[src/rtl/mips_cpu_perf_cnt.sv]
// mips_cpu_perf_cnt: bank of event counters with sticky overflow flags and a
// snapshot streamer. The streamer copies all counters into a shadow register
// and then shifts the copy out one byte per cycle: counter 0 first, least
// significant byte first.
module mips_cpu_perf_cnt #(
   parameter int NUM_CNT   = 8,   // number of event counters, 1..16
   parameter int CNT_WIDTH = 32,  // bits per counter, 8..32, multiple of 8
   parameter int SAT_MODE  = 0    // 0 = wrap at all-ones, 1 = saturate
) (
   input  logic                 mips_cpu_clk,
   input  logic                 mips_cpu_reset,
   input  logic                 cnt_en,
   input  logic [NUM_CNT-1:0]   cnt_event,
   input  logic                 cnt_clear,
   input  logic                 snap_req,
   output logic                 snap_busy,
   output logic [7:0]           mips_cpu_perf_sig,
   output logic                 perf_valid,
   output logic                 perf_last,
   output logic [NUM_CNT-1:0]   ovf_flag
);

   localparam int BYTES_PER_CNT = CNT_WIDTH / 8;
   localparam int NUM_BYTES     = NUM_CNT * BYTES_PER_CNT;
   localparam int IDX_W         = (NUM_BYTES > 1) ? $clog2(NUM_BYTES) : 1;

   localparam logic [IDX_W-1:0]     LAST_IDX = IDX_W'(NUM_BYTES - 1);
   localparam logic [CNT_WIDTH-1:0] CNT_MAX  = '1;

   typedef enum logic {
      IDLE   = 1'b0,
      STREAM = 1'b1
   } state_t;

   logic [CNT_WIDTH-1:0]         cnt_q [NUM_CNT];
   logic [NUM_CNT*CNT_WIDTH-1:0] cnt_flat;
   logic [NUM_BYTES-1:0][7:0]    shadow_q;
   logic [IDX_W-1:0]             byte_idx_q;
   state_t                       state_q;
   state_t                       state_d;
   logic                         snap_take;

   // Event counters and sticky overflow flags; clear beats any same-cycle event.
   // NOTE: sequential state uses non-blocking (<=) so every register samples
   // pre-edge values, which is what lets the shadow capture the pre-update count.
   always_ff @(posedge mips_cpu_clk or posedge mips_cpu_reset) begin
      if (mips_cpu_reset) begin
         for (int i = 0; i < NUM_CNT; i++) begin
            cnt_q[i] <= '0;
         end
         ovf_flag <= '0;
      end else if (cnt_clear) begin
         for (int i = 0; i < NUM_CNT; i++) begin
            cnt_q[i] <= '0;
         end
         ovf_flag <= '0;
      end else begin
         for (int i = 0; i < NUM_CNT; i++) begin
            if (cnt_en && cnt_event[i]) begin
               if (cnt_q[i] == CNT_MAX) begin
                  ovf_flag[i] <= 1'b1;
                  cnt_q[i]    <= (SAT_MODE != 0) ? CNT_MAX : '0;
               end else begin
                  cnt_q[i] <= cnt_q[i] + 1'b1;
               end
            end
         end
      end
   end

   // Pack the counter array into one vector, counter 0 in the low bits.
   always_comb begin
      cnt_flat = '0;
      for (int i = 0; i < NUM_CNT; i++) begin
         cnt_flat[i*CNT_WIDTH +: CNT_WIDTH] = cnt_q[i];
      end
   end

   // Stream FSM state register.
   always_ff @(posedge mips_cpu_clk or posedge mips_cpu_reset) begin
      if (mips_cpu_reset) begin
         state_q <= IDLE;
      end else begin
         state_q <= state_d;
      end
   end

   // Next state and stream outputs; outputs are forced to zero outside STREAM.
   // NOTE: every signal written here gets a default first, so no path leaves a
   // value unassigned and no latch is inferred.
   always_comb begin
      state_d           = state_q;
      snap_take         = 1'b0;
      perf_valid        = 1'b0;
      snap_busy         = 1'b0;
      perf_last         = 1'b0;
      mips_cpu_perf_sig = 8'h00;
      case (state_q)
         IDLE: begin
            if (snap_req) begin
               snap_take = 1'b1;
               state_d   = STREAM;
            end
         end
         STREAM: begin
            perf_valid        = 1'b1;
            snap_busy         = 1'b1;
            mips_cpu_perf_sig = shadow_q[byte_idx_q];
            if (byte_idx_q == LAST_IDX) begin
               perf_last = 1'b1;
               state_d   = IDLE;
            end
         end
         default: state_d = IDLE;
      endcase
   end

   // Shadow capture on an accepted request, then byte index advance while streaming.
   // NOTE: the shadow is a wide register rather than a RAM, so it takes the
   // asynchronous reset and an aborted stream can never leak stale data.
   always_ff @(posedge mips_cpu_clk or posedge mips_cpu_reset) begin
      if (mips_cpu_reset) begin
         shadow_q   <= '0;
         byte_idx_q <= '0;
      end else if (snap_take) begin
         shadow_q   <= cnt_flat;
         byte_idx_q <= '0;
      end else if (state_q == STREAM) begin
         byte_idx_q <= perf_last ? '0 : byte_idx_q + IDX_W'(1);
      end
   end

endmodule

[config.mk]
export PLATFORM = sky130hd
export DESIGN_NAME = mips_cpu_perf_cnt
export DESIGN_NICKNAME = d
export VERILOG_FILES = /design/src/rtl/mips_cpu_perf_cnt.sv
export SDC_FILE = /design/constraint.sdc
export NUM_CORES = 1
export LEC_CHECK = 0
export BUFFER_PORTS_ARGS = -buffer_cell sky130_fd_sc_hd__buf_2
export CORE_MARGIN = 4
export CORE_UTILIZATION = 25
export DETAILED_ROUTE_END_ITERATION = 8
export GPL_TIMING_DRIVEN = 0
export SETUP_SLACK_MARGIN = 0.2
export SLEW_MARGIN = 15
export SYNTH_ARGS = -nofsm -noshare
export SYNTH_HDL_FRONTEND = slang
export SYNTH_SLANG_ARGS = --single-unit
[constraint.sdc]
create_clock -name mips_cpu_clk -period 46.2 [get_ports mips_cpu_clk]
set_input_delay 4.62 -clock mips_cpu_clk [delete_from_list [all_inputs] [get_ports mips_cpu_clk]]
set_output_delay 4.62 -clock mips_cpu_clk [all_outputs]
set_load 0.02 [all_outputs]
* After elaboration in Yosys (flattened, before gate mapping) *
Index checks and enable logic that the tools add are counted.

word-level totals
  register bits after elaboration = 526
  word-level logic and storage cells = 150

operators by class
  $add $sub $neg = 9
  order comparisons = 1
  equality and inequality tests = 9
  multiplexer cells = 47
  bitwise gates (word level) = 1
  reductions and logical operators = 33

operators with widths
  kind                                                         count
  2-to-1 mux 32 bit                                            16
  adder 32 x 1 -> 32 bit (second input constant)               8
  == test 32 bit (second input constant)                       8
  2-to-1 mux 256 bit                                           1
  binary-select mux 8 bit (select 5 bit)                       1
  nonzero test 2 bit                                           17
  2-to-1 mux 8 bit                                             3
  2-to-1 mux 1 bit                                             22
  AND reduction 2 bit                                          8
  2-to-1 mux 5 bit                                             3
  logical AND 1 bit                                            8
  less-than comparator 5 x 6 -> 1 bit (second input constant)  1
  adder 5 x 1 -> 5 bit (second input constant)                 1
  == test 5 bit (second input constant)                        1
  case mux 1 bit (2 select lines)                              1
  inverter 1 bit                                               1

* Depth between registers and ports, before layout *
Gate-level depths: netlist of the first run.

  depth after elaboration = 6
  gate-level depth with buffers = 8

* Worst setup path before layout of the first run *
No wires, ideal clock.

  kind = reg-to-output
  start = register byte_idx_q[0]
  end = output mips_cpu_perf_sig[0]
  arrival time = 2,128 ps
  data required time = 41,580 ps
  setup slack = 39,452 ps
  stages on the path, launching flop included = 8
  path buffers = 3
  cell sequence = dfrtp_1 > clkbuf_1 > buf_2 > buf_2 > mux4_2 > mux2i_1 > o22ai_1 > or2_2

between the ends
  word-level cells in the longest chain between the ends = 3

ends and longest elaborated chain
  item                                    line  text
  start, declared                         38    logic [IDX_W-1:0] byte_idx_q;
  start signal, assigned                  129   byte_idx_q <= perf_last ? '0 : byte_idx_q + IDX_W'(1);
  binary-select mux 8 bit (select 5 bit)  108   mips_cpu_perf_sig = shadow_q[byte_idx_q];
  2-to-1 mux 8 bit (not written as such)  108
  2-to-1 mux 8 bit                        98    case (state_q)
  end, declared                           17    output logic [7:0] mips_cpu_perf_sig,

No other way between the ends. The select of a mux whose other input is x is not followed.

* Final worst setup path of the first run *
  start = register byte_idx_q[1]
  end = output mips_cpu_perf_sig[4]

Same word-level chain as after synthesis.

==> results of run 1 <==
-- state kept, by name, indices dropped and copies added (netlist names) --
signal	cells
shadow_q	256
byte_idx_q	5
state_q	1
cnt_flat	256
ovf_flag	8
-- stage by stage --
| stage | setup WS, ns | std cells | utilization [%] | cell area (µm²) | hold slack (ns) |
|---|---|---|---|---|---|
| 6_report | 37.79 | 3696 | 29.29 | 29410 | 0.4828 |
| 5_1_grt | 37.69 | 3696 | 29.29 | 29410 | 0.5062 |
| 4_1_cts | 37.72 | 3696 | 29.27 | 29400 | 0.4886 |
| 3_5_place_dp | 37.88 | 3590 | 27.29 | 27410 | 0.4751 |
| 3_3_place_gp | 20.20 | 3585 | 27.14 | 27250 | 0.4679 |
| 2_1_floorplan | 26.88 | 2198 | - | 25410 | 0.4695 |
-- layout by cell type (no fill, tap or decap), types with 6 or more instances in the layout --
cell type  instances
buf_2             50
buf_1              9
nand2b_1           6
clkinv_2          15
o22ai_1           17
clkbuf_8          14
and3_1            34
o21ai_0           25
clkbuf_1          79
nand4b_1           6
nor2_1           279
mux2_2           258
nand3_1          109
or4_1              6
or3_1              9
dfrtp_1          526
nor3_1            47
ha_1              10
xnor2_1           85
and2_1            21
and4_1            28
xor2_1           132
a21oi_1           23
mux4_2            64
inv_1             25
mux2i_1           33
nor4_1            32
nand2_1          119
nand4_1          117
bufinv_16          6
nor4_2             6
or2_2             12
clkbuf_16         59
-- area by class of cell --
| class | count | area, µm² | share of cell area, % |
|---|---|---|---|
| multi-input cells | 1542 | 11730 | 39.86 |
| well taps | 1357 | 1698 | 5.772 |
| flip-flops and latches | 526 | 13160 | 44.75 |
| clock inverters | 24 | 291.5 | 0.9911 |
| inverters | 27 | 108.9 | 0.3701 |
| clock buffers | 82 | 1703 | 5.789 |
| plain buffers | 103 | 437.9 | 1.489 |
| repair buffers | 35 | 287.8 | 0.9783 |
-- power groups by stage --
stage	clock network [µW]	logic (µW)	registers [µW]
2_1_floorplan	0	108	488
3_3_place_gp	0	151	492
3_5_place_dp	0	152	492
4_1_cts	494	153	483
5_1_grt	512	162	485
6_report	483	151	484
-- worst max-delay path by stage --
stage | startpoint | slack (ns) | endpoint | cells after the start
final | byte_idx_q[1] | 37.79 | mips_cpu_perf_sig[4] | 7
after global routing | byte_idx_q[1] | 37.69 | mips_cpu_perf_sig[5] | 7
after CTS | byte_idx_q[1] | 37.72 | mips_cpu_perf_sig[4] | 7
after detailed placement | cnt_clear | 37.88 | cnt_flat[139] | 8
after global placement | mips_cpu_reset | 20.20 | cnt_flat[219] | 2
after floorplan | mips_cpu_reset | 26.88 | byte_idx_q[0] | 1
-- critical path, stage by stage (launching register included) --
cell and delay [ns]:
dfrtp_1 0.44, clkbuf_1 0.54, clkbuf_1 0.69, mux4_2 0.47, mux2i_1 0.39, o22ai_1 0.12
or2_2 0.33, buf_2 0.18
-- layer usage --
metal	vias to the layer above	track usage [%]	wire length, µm	share of wire (%)
li1	8100	-	-	-
met1	8993	18.16	32340	48
met2	427	18.69	29450	44
met3	87	1.978	3427	5.1
met4	6	3.438	1486	2.2
met5	-	0	51	0.076
-- cells by family after synthesis --
| family | Yosys count | synth area share [%] |
|---|---|---|
| multiplexers | 355 | 18.41 |
| AND/OR/NAND/NOR | 850 | 16.89 |
| XOR/XNOR | 217 | 7.481 |
| flip-flops | 526 | 51.81 |
| AO/OA/AOI/OAI | 110 | 2.792 |
| adder cells (fa/ha/maj) | 10 | 0.4925 |
| buffers and inverters | 130 | 2.123 |
==> run_results.csv, run 1 <==
group,metric,value,unit
global_routing,antenna_found_initial,7,
clock_tree,clock-sinks,526,
min_path,min_from,"ovf_flag[1]",
clock_tree,ctsResizeCount,0,
flow_run,cap_violations,0,
setup_path,rrSetupSlack,43.30,ns
final_layout,area_growth,15.78,%
clock_tree,htree_levels,2,
synth,ys_warn_count,0,
global_routing,grt_usage,12.33,%
min_path,hold_end,"ovf_flag[1]",
clock_tree,numCtsBuffers,58,
detailed_routing,wl_per_cell,18.06,µm
global_routing,grt_pass1_vias,17290,
final_layout,insertedDiodeCount,0,
sta,report.final.slew_viol_count,0,
floorplan,num_io_pins,32,
synth,ys_seq_area_share,51.81,%
clock_tree,cts_setup_buffers,0,
sta,worstMarginPinSlew,1.127,ns
global_routing,grt_pass1_wl,104.7,mm
synth,yosysMostFrequentCell,"dfrtp_1",
synth,synth-async-reset-ratio,100.0,%
sta,skew,0.01222,ns
sta,min_period,8.408,ns
global_routing,grt_overflow,0,
clock_tree,clk_latency,0.62,ns
synth,synth_ff_type,"dfrtp_1",
sta,hold_viol_final,0,
outcome,status,"finished clean",
final_layout,nNetsFinal,2316,
sta,maxSlewHeadroom,24.89,%
clock_tree,clk_path_buf_depth,3,
global_routing,grt_max_degree,108,
detailed_routing,initialDrtViolationCount,1528,
floorplan,core.rowCount,116,
floorplan,die-area,106800,µm²
power_and_ir_drop,ir_drop,0.00002838,V
floorplan,start_util,25.30,%
synth,synth_top_area_share,51.81,%
clock_tree,root_buffer,"clkbuf_16",
place,dp_hpwl,47.23,mm
power_and_ir_drop,power_density,37.98,nW/µm²
power_and_ir_drop,comb_power_share,13.5,%
synth,synth_area,25410,µm²
power_and_ir_drop,finalPower,1117,µW
setup_path,end_kind,"output port",
detailed_routing,wirelength,66.76,mm
floorplan,die-width,326.8,µm
setup_path,cp.required,41.58,ns
sta,setup_violations,0,
sta,rsz0062_at_grt,"no",
setup_path,timing.rr.end,"cnt_flat[105]",
place,io_buffers,30,
power_and_ir_drop,seq_power_share,43.3,%
synth,synth.distinct_cells,60,
synth,synth_seq_cells,526,
setup_path,r2r-start,"cnt_flat[111]",
clock_tree,tritoncts,"built",
floorplan,die_h,326.8,µm
setup_path,worst-setup-path-type,"register to output port",
synth,syn_inst,2198,
clock_tree,ctsHoldBuffers,0,
final_layout,num-fill-cells,10430,
detailed_routing,num_vias,17610,
power_and_ir_drop,p_clk_share,43.2,%
detailed_routing,vias_per_cell,4.765,
place,gp_congestion,0.8229,
synth,synth_common_cells,"dfrtp_1 (526), nor2_1 (279), mux2_2 (258)",
clock_tree,clk_pin_slew,0.06,ns
synth,syn_avg_cell_area,11.56,µm²
sta,fmax,0.1189,GHz
sta,period_share,18.20,%
sta,setup_tns,0,ns
synth,synth_area_leaders,"dfrtp_1 (52%), mux2_2 (11%), mux4_2 (5.7%)",
setup_path,worstPathMaxFanout,10,
power_and_ir_drop,p_sw,295.4,µW
power_and_ir_drop,p_sw_share,26.44,%
setup_path,start_kind,"register",
setup_path,reg2regPathDepth,7,
min_path,holdPathStages,1,
final_layout,drive_gt1_share,21.63,%
floorplan,core_area,100400,µm²
synth,synth-edff-count,0,
synth,yosysTopAreaCell,"dfrtp_1",
detailed_routing,ant_nets,0,
power_and_ir_drop,p_int,821.7,µW
detailed_routing,first_pass_iters,5,
power_and_ir_drop,leakagePower,0.01258,µW
min_path,worstHoldPathType,"register to register",
setup_path,worstPathArrival,3.79,ns
detailed_routing,post-route-drc-count,0,
synth,syn_nets,2221,
(Power assumes the default switching activity.)
==> run 2, diff against run 1 <==
- clock period: 46.2 -> 8.45 ns (I/O delays scaled with it)
==> run_results.csv, run 2 (same netlist as run 1, synthesis figures left out) <==
group,metric,value,unit
global_routing,antenna_found_initial,5,
place,dp_hpwl,48.47,mm
place,io_buffers,30,
clock_tree,tritoncts,"built",
floorplan,core_area,100400,µm²
sta,maxSlewHeadroom,23.72,%
sta,worstMarginPinSlew,1.144,ns
global_routing,grt_max_degree,36,
outcome,status,"finished clean",
setup_path,crit_start,"byte_idx_q[1]",
clock_tree,ctsResizeCount,0,
global_routing,grt_pass1_vias,17610,
final_layout,area_growth,16.81,%
detailed_routing,num_vias,17660,
clock_tree,clk_pin_slew,0.06,ns
setup_path,timing.rr.end,"cnt_flat[98]",
sta,rsz0062_at_grt,"no",
final_layout,mostFrequentLayoutCells,"dfrtp_1 (526), nor2_1 (279), mux2_2 (258)",
flow_run,cap_violations,0,
global_routing,grt_pass1_wl,106.1,mm
detailed_routing,post-route-drc-count,0,
clock_tree,clock-sinks,526,
global_routing,grt_usage,12.48,%
sta,min_period,4.739,ns
setup_path,worstPathArrival,3.89,ns
sta,fmax,0.2110,GHz
sta,setup_violations,0,
setup_path,r2r-start,"cnt_flat[111]",
power_and_ir_drop,finalPower,6158,µW
floorplan,die-width,326.8,µm
final_layout,drive_gt1_share,22.04,%
final_layout,stdcell_count,3708,
final_layout,nNetsFinal,2328,
setup_path,rrSetupSlack,5.51,ns
floorplan,die-area,106800,µm²
floorplan,core.rowCount,116,
power_and_ir_drop,ir_drop,0.0001407,V
detailed_routing,first_pass_iters,5,
place,dp_cells,3603,
setup_path,reg2regPathDepth,7,
sta,period_share,56.08,%
power_and_ir_drop,power_density,207.5,nW/µm²
sta,skew,0.02612,ns
clock_tree,numCtsBuffers,57,
floorplan,start_util,25.30,%
clock_tree,ctsHoldBuffers,0,
floorplan,num_io_pins,32,
detailed_routing,vias_per_cell,4.763,
sta,hold_viol_final,0,
detailed_routing,wirelength,67.23,mm
floorplan,die_h,326.8,µm
min_path,worstHoldPathType,"input port to async pin",
sta,fin_ws,3.711,ns
setup_path,worstPathMaxFanout,10,
place,dp_slack,3.731,ns
clock_tree,cts_setup_buffers,0,
detailed_routing,wl_per_cell,18.13,µm
clock_tree,htree_levels,2,
final_layout,mostFrequentLayoutCell,"dfrtp_1",
clock_tree,clk_latency,0.63,ns
place,place_area,27640,µm²
global_routing,grt_overflow,0,
sta,setup_tns,0,ns
clock_tree,clk_path_buf_depth,3,
detailed_routing,initialDrtViolationCount,1481,
setup_path,worst-setup-path-type,"register to output port",
setup_path,start_kind,"register",
setup_path,end_kind,"output port",
final_layout,finish.instance_area,29680,µm²
power_and_ir_drop,leakagePower,0.01270,µW
setup_path,cp.required,7.61,ns
detailed_routing,ant_nets,0,
clock_tree,root_buffer,"clkbuf_16",
sta,report.final.slew_viol_count,0,
final_layout,num-fill-cells,10390,
place,gp_congestion,0.8243,
[run 2: cell types whose count changed in the layout (fill, tap and decap cells not counted), sizes merged]
cell / change
buf: +13
bufinv: +1
clkbuf: +1
clkinv: -2
diode: +1
inv: -2
[run 2: where the power goes]
group	total [µW]	switching [µW]	internal, µW
clock network	2680	1060	1620
logic	834	504	331
registers	2640	54.6	2590
[run 2: through the flow]
step | hold slack (ns) | utilization (%)
2_1_floorplan | 0.4695 | -
3_3_place_gp | 0.4686 | 27.14
3_5_place_dp | 0.4750 | 27.52
4_1_cts | 0.2855 | 29.54
5_1_grt | 0.3284 | 29.55
6_report | 0.2882 | 29.55
[run 2: metal layers]
layer	vias to the layer above	global-route usage [%]	wire length, µm
li1	8112	-	-
met4	2	3.928	1835
met2	431	18.73	29150
met5	-	0	18
met3	95	1.802	3431
met1	9021	18.48	32800
[run 2: worst max path at each step]
stage / slack (ns) / endpoint / cells past startpoint
floorplan: 0.46 / byte_idx_q[0] / 1
global placement: -2.94 / cnt_flat[219] / 2
detailed placement: 3.73 / cnt_flat[136] / 8
CTS: 3.67 / mips_cpu_perf_sig[4] / 7
global route: 3.57 / mips_cpu_perf_sig[4] / 7
finish: 3.71 / mips_cpu_perf_sig[4] / 7
[run 2: cell type report]
type / instances / area (µm²) / area share, %
Sequential cell: 526 / 13160 / 44.35
Multi-Input combinational cell: 1542 / 11720 / 39.48
Clock buffer: 83 / 1715 / 5.780
Tap cell: 1357 / 1698 / 5.721
Timing Repair Buffer: 48 / 525.5 / 1.771
Buffer: 103 / 437.9 / 1.476
Clock inverter: 21 / 314.1 / 1.058
Inverter: 27 / 105.1 / 0.3541
Antenna cell: 1 / 2.502 / 0.008432
[run 2: critical path, stage by stage, from the launching register on]
cell	delay, ns
dfrtp_1	0.46
clkbuf_1	0.57
clkbuf_1	0.68
mux4_2	0.47
mux2i_1	0.44
o22ai_1	0.12
or2_2	0.33
buf_2	0.18
==> run 3, diff against run 2 <==
- ABC_AREA: not set -> 1
- clock period: 8.45 -> 4.5 ns (I/O delays scaled with it)
==> run_results.csv, run 3 <==
group,metric,value,unit
outcome,status,"finished clean",
place,gp_congestion,0.9434,
synth,synth_common_cells,"nand2_1 (1263), nor2_1 (535), dfrtp_1 (526)",
synth,syn_nets,3805,
clock_tree,root_buffer,"clkbuf_16",
place,dp_cells,5318,
detailed_routing,wl_per_cell,17.07,µm
clock_tree,clk_latency,0.64,ns
sta,fin_ws,0.3915,ns
power_and_ir_drop,leakagePower,0.01433,µW
setup_path,worst-setup-path-type,"register to output port",
final_layout,drive_gt1_share,9.682,%
sta,worst_hold_slack,0.2066,ns
detailed_routing,first_pass_iters,6,
synth,synth_ff_type,"dfrtp_1",
synth,synth_area_leaders,"dfrtp_1 (47%), nand2_1 (17%), nor2_1 (7.2%)",
clock_tree,htree_levels,2,
setup_path,cp.required,4.05,ns
power_and_ir_drop,power_density,423.2,nW/µm²
floorplan,die-area,117600,µm²
synth,ys_seq_area_share,46.95,%
final_layout,area_growth,16.25,%
synth,synth-edff-count,0,
flow_run,cap_violations,0,
sta,rsz0062_at_grt,"no",
floorplan,die-width,342.9,µm
final_layout,num-fill-cells,11990,
final_layout,nNetsFinal,3913,
sta,period_share,91.30,%
synth,syn_inst,3782,
min_path,holdPathStages,3,
final_layout,mostFrequentLayoutCell,"nand2_1",
min_path,hold_end,"cnt_flat[194]",
setup_path,r2r-start,"state_q",
setup_path,worstPathMaxFanout,10,
setup_path,end_kind,"output port",
final_layout,mostFrequentLayoutCells,"nand2_1 (1263), nor2_1 (535), dfrtp_1 (526)",
global_routing,grt_pass1_vias,24210,
sta,maxSlewHeadroom,38.41,%
place,io_buffers,30,
sta,min_period,4.109,ns
setup_path,rrSetupSlack,1.85,ns
sta,fmax,0.2434,GHz
synth,synth.distinct_cells,41,
synth,synth-async-reset-ratio,100.0,%
clock_tree,clk_path_buf_depth,3,
synth,synth_area,28040,µm²
global_routing,grt_max_degree,35,
min_path,worstHoldPathType,"input port to register",
clock_tree,clock-sinks,526,
sta,hold_viol_final,0,
place,dp_slack,1.305,ns
power_and_ir_drop,finalPower,13800,µW
detailed_routing,ant_nets,0,
power_and_ir_drop,ir_drop,0.0003345,V
detailed_routing,post-route-drc-count,0,
setup_path,timing.rr.end,"shadow_q[151]",
clock_tree,numCtsBuffers,57,
sta,worstMarginPinSlew,0.9238,ns
setup_path,reg2regPathDepth,5,
min_path,min_from,"cnt_event[6]",
final_layout,finish.instance_area,32600,µm²
synth,yosysTopAreaCell,"dfrtp_1",
final_layout,insertedDiodeCount,0,
global_routing,grt_usage,15.53,%
detailed_routing,vias_per_cell,4.674,
global_routing,grt_overflow,0,
sta,setup_violations,0,
place,place_area,30440,µm²
global_routing,grt_pass1_wl,143.5,mm
synth,syn_avg_cell_area,7.414,µm²
place,dp_hpwl,70.11,mm
floorplan,start_util,25.27,%
synth,yosysMostFrequentCell,"nand2_1",
global_routing,antenna_found_initial,3,
detailed_routing,num_vias,25350,
synth,ys_warn_count,0,
setup_path,worstPathArrival,3.66,ns
synth,synth_seq_cells,526,
final_layout,stdcell_count,5423,
sta,report.final.slew_viol_count,0,
detailed_routing,initialDrtViolationCount,2452,
floorplan,core_area,111000,µm²
detailed_routing,wirelength,92.57,mm
floorplan,die_h,342.9,µm
floorplan,num_io_pins,32,
setup_path,start_kind,"register",
sta,skew,0.02409,ns
synth,synth_top_area_share,46.95,%
clock_tree,ctsResizeCount,0,
floorplan,core.rowCount,122,
clock_tree,tritoncts,"built",
clock_tree,clk_pin_slew,0.07,ns
run 3: cell types whose count changed after synthesis, sizes merged, moves of 171 or more:
cell | previous run | this run
nand2 | 119 | 1279
mux2 | 258 | 80
nor2 | 279 | 562
o21ai | 29 | 255
nand3 | 109 | 280
inv | 27 | 338
run 3: layer usage:
metal  share of wire, %  vias to the layer above  GRT usage, %  wire [µm]
met4                2.6                        2         4.353       2434
met1                 46                    12220         21.94      42360
met5              0.032                        -             0         30
li1                   -                    12210             -          -
met2                 44                      771         24.42      41190
met3                7.1                      147         2.724       6557
run 3: what timing repair did:
item                       CTS  global route
setup endpoints to repair    0             0
setup buffers                0             0
hold endpoints to repair    15             0
hold buffers                 1             0
run 3: how the worst max path moves through the flow:
stage                   startpoint  depth (start not counted)                   end
global route         byte_idx_q[1]                          9  mips_cpu_perf_sig[3]
global placement    mips_cpu_reset                          2         cnt_flat[173]
detailed placement   byte_idx_q[1]                          9  mips_cpu_perf_sig[4]
CTS                  byte_idx_q[1]                          9  mips_cpu_perf_sig[4]
floorplan           mips_cpu_reset                          1         byte_idx_q[0]
finish               byte_idx_q[1]                          9  mips_cpu_perf_sig[4]
run 3: kinds of logic after synthesis:
family	count (synthesis)	synth area share, %
mux	80	3.213
fa+ha+maj	10	0.4462
xor+xnor	92	2.874
buf+inv	472	7.015
compound gates	342	6.283
simple gates	2260	33.22
flops	526	46.95
run 3: critical path: stages, from the launching register on:
cell and delay (ns):
dfrtp_1 0.36, buf_2 0.25, nand2_1 0.38, inv_1 0.37, buf_2 0.31, nand2_1 0.08
nand3_1 0.13, nand3_1 0.20, a21oi_1 0.63, buf_2 0.29
run 3: power breakdown:
group          switching (µW)  internal [µW]
sequential                138           4920
combinational            2550            782
clock                    2080           3330
total                    4760           9030
run 3: stage by stage:
step                util (%)  setup TNS [ns]
global route           29.37               0
CTS                    29.37               0
global placement       27.08        -3422.79
floorplan                  -        -1629.63
finish                 29.37               0
detailed placement     27.43               0
run 3: layout make-up:
cell class                 instances  area [µm²]  area share (%)
buffer                           129       673.1           2.065
clock buffer                      77        1664           5.105
sequential                       526       13160           40.38
tap                             1488        1862           5.712
inverter                         343        1299           3.985
multi-input combinational       2784       12910           39.60
clock inverter                    27       483.0           1.482
timing repair buffer              49       543.0           1.666
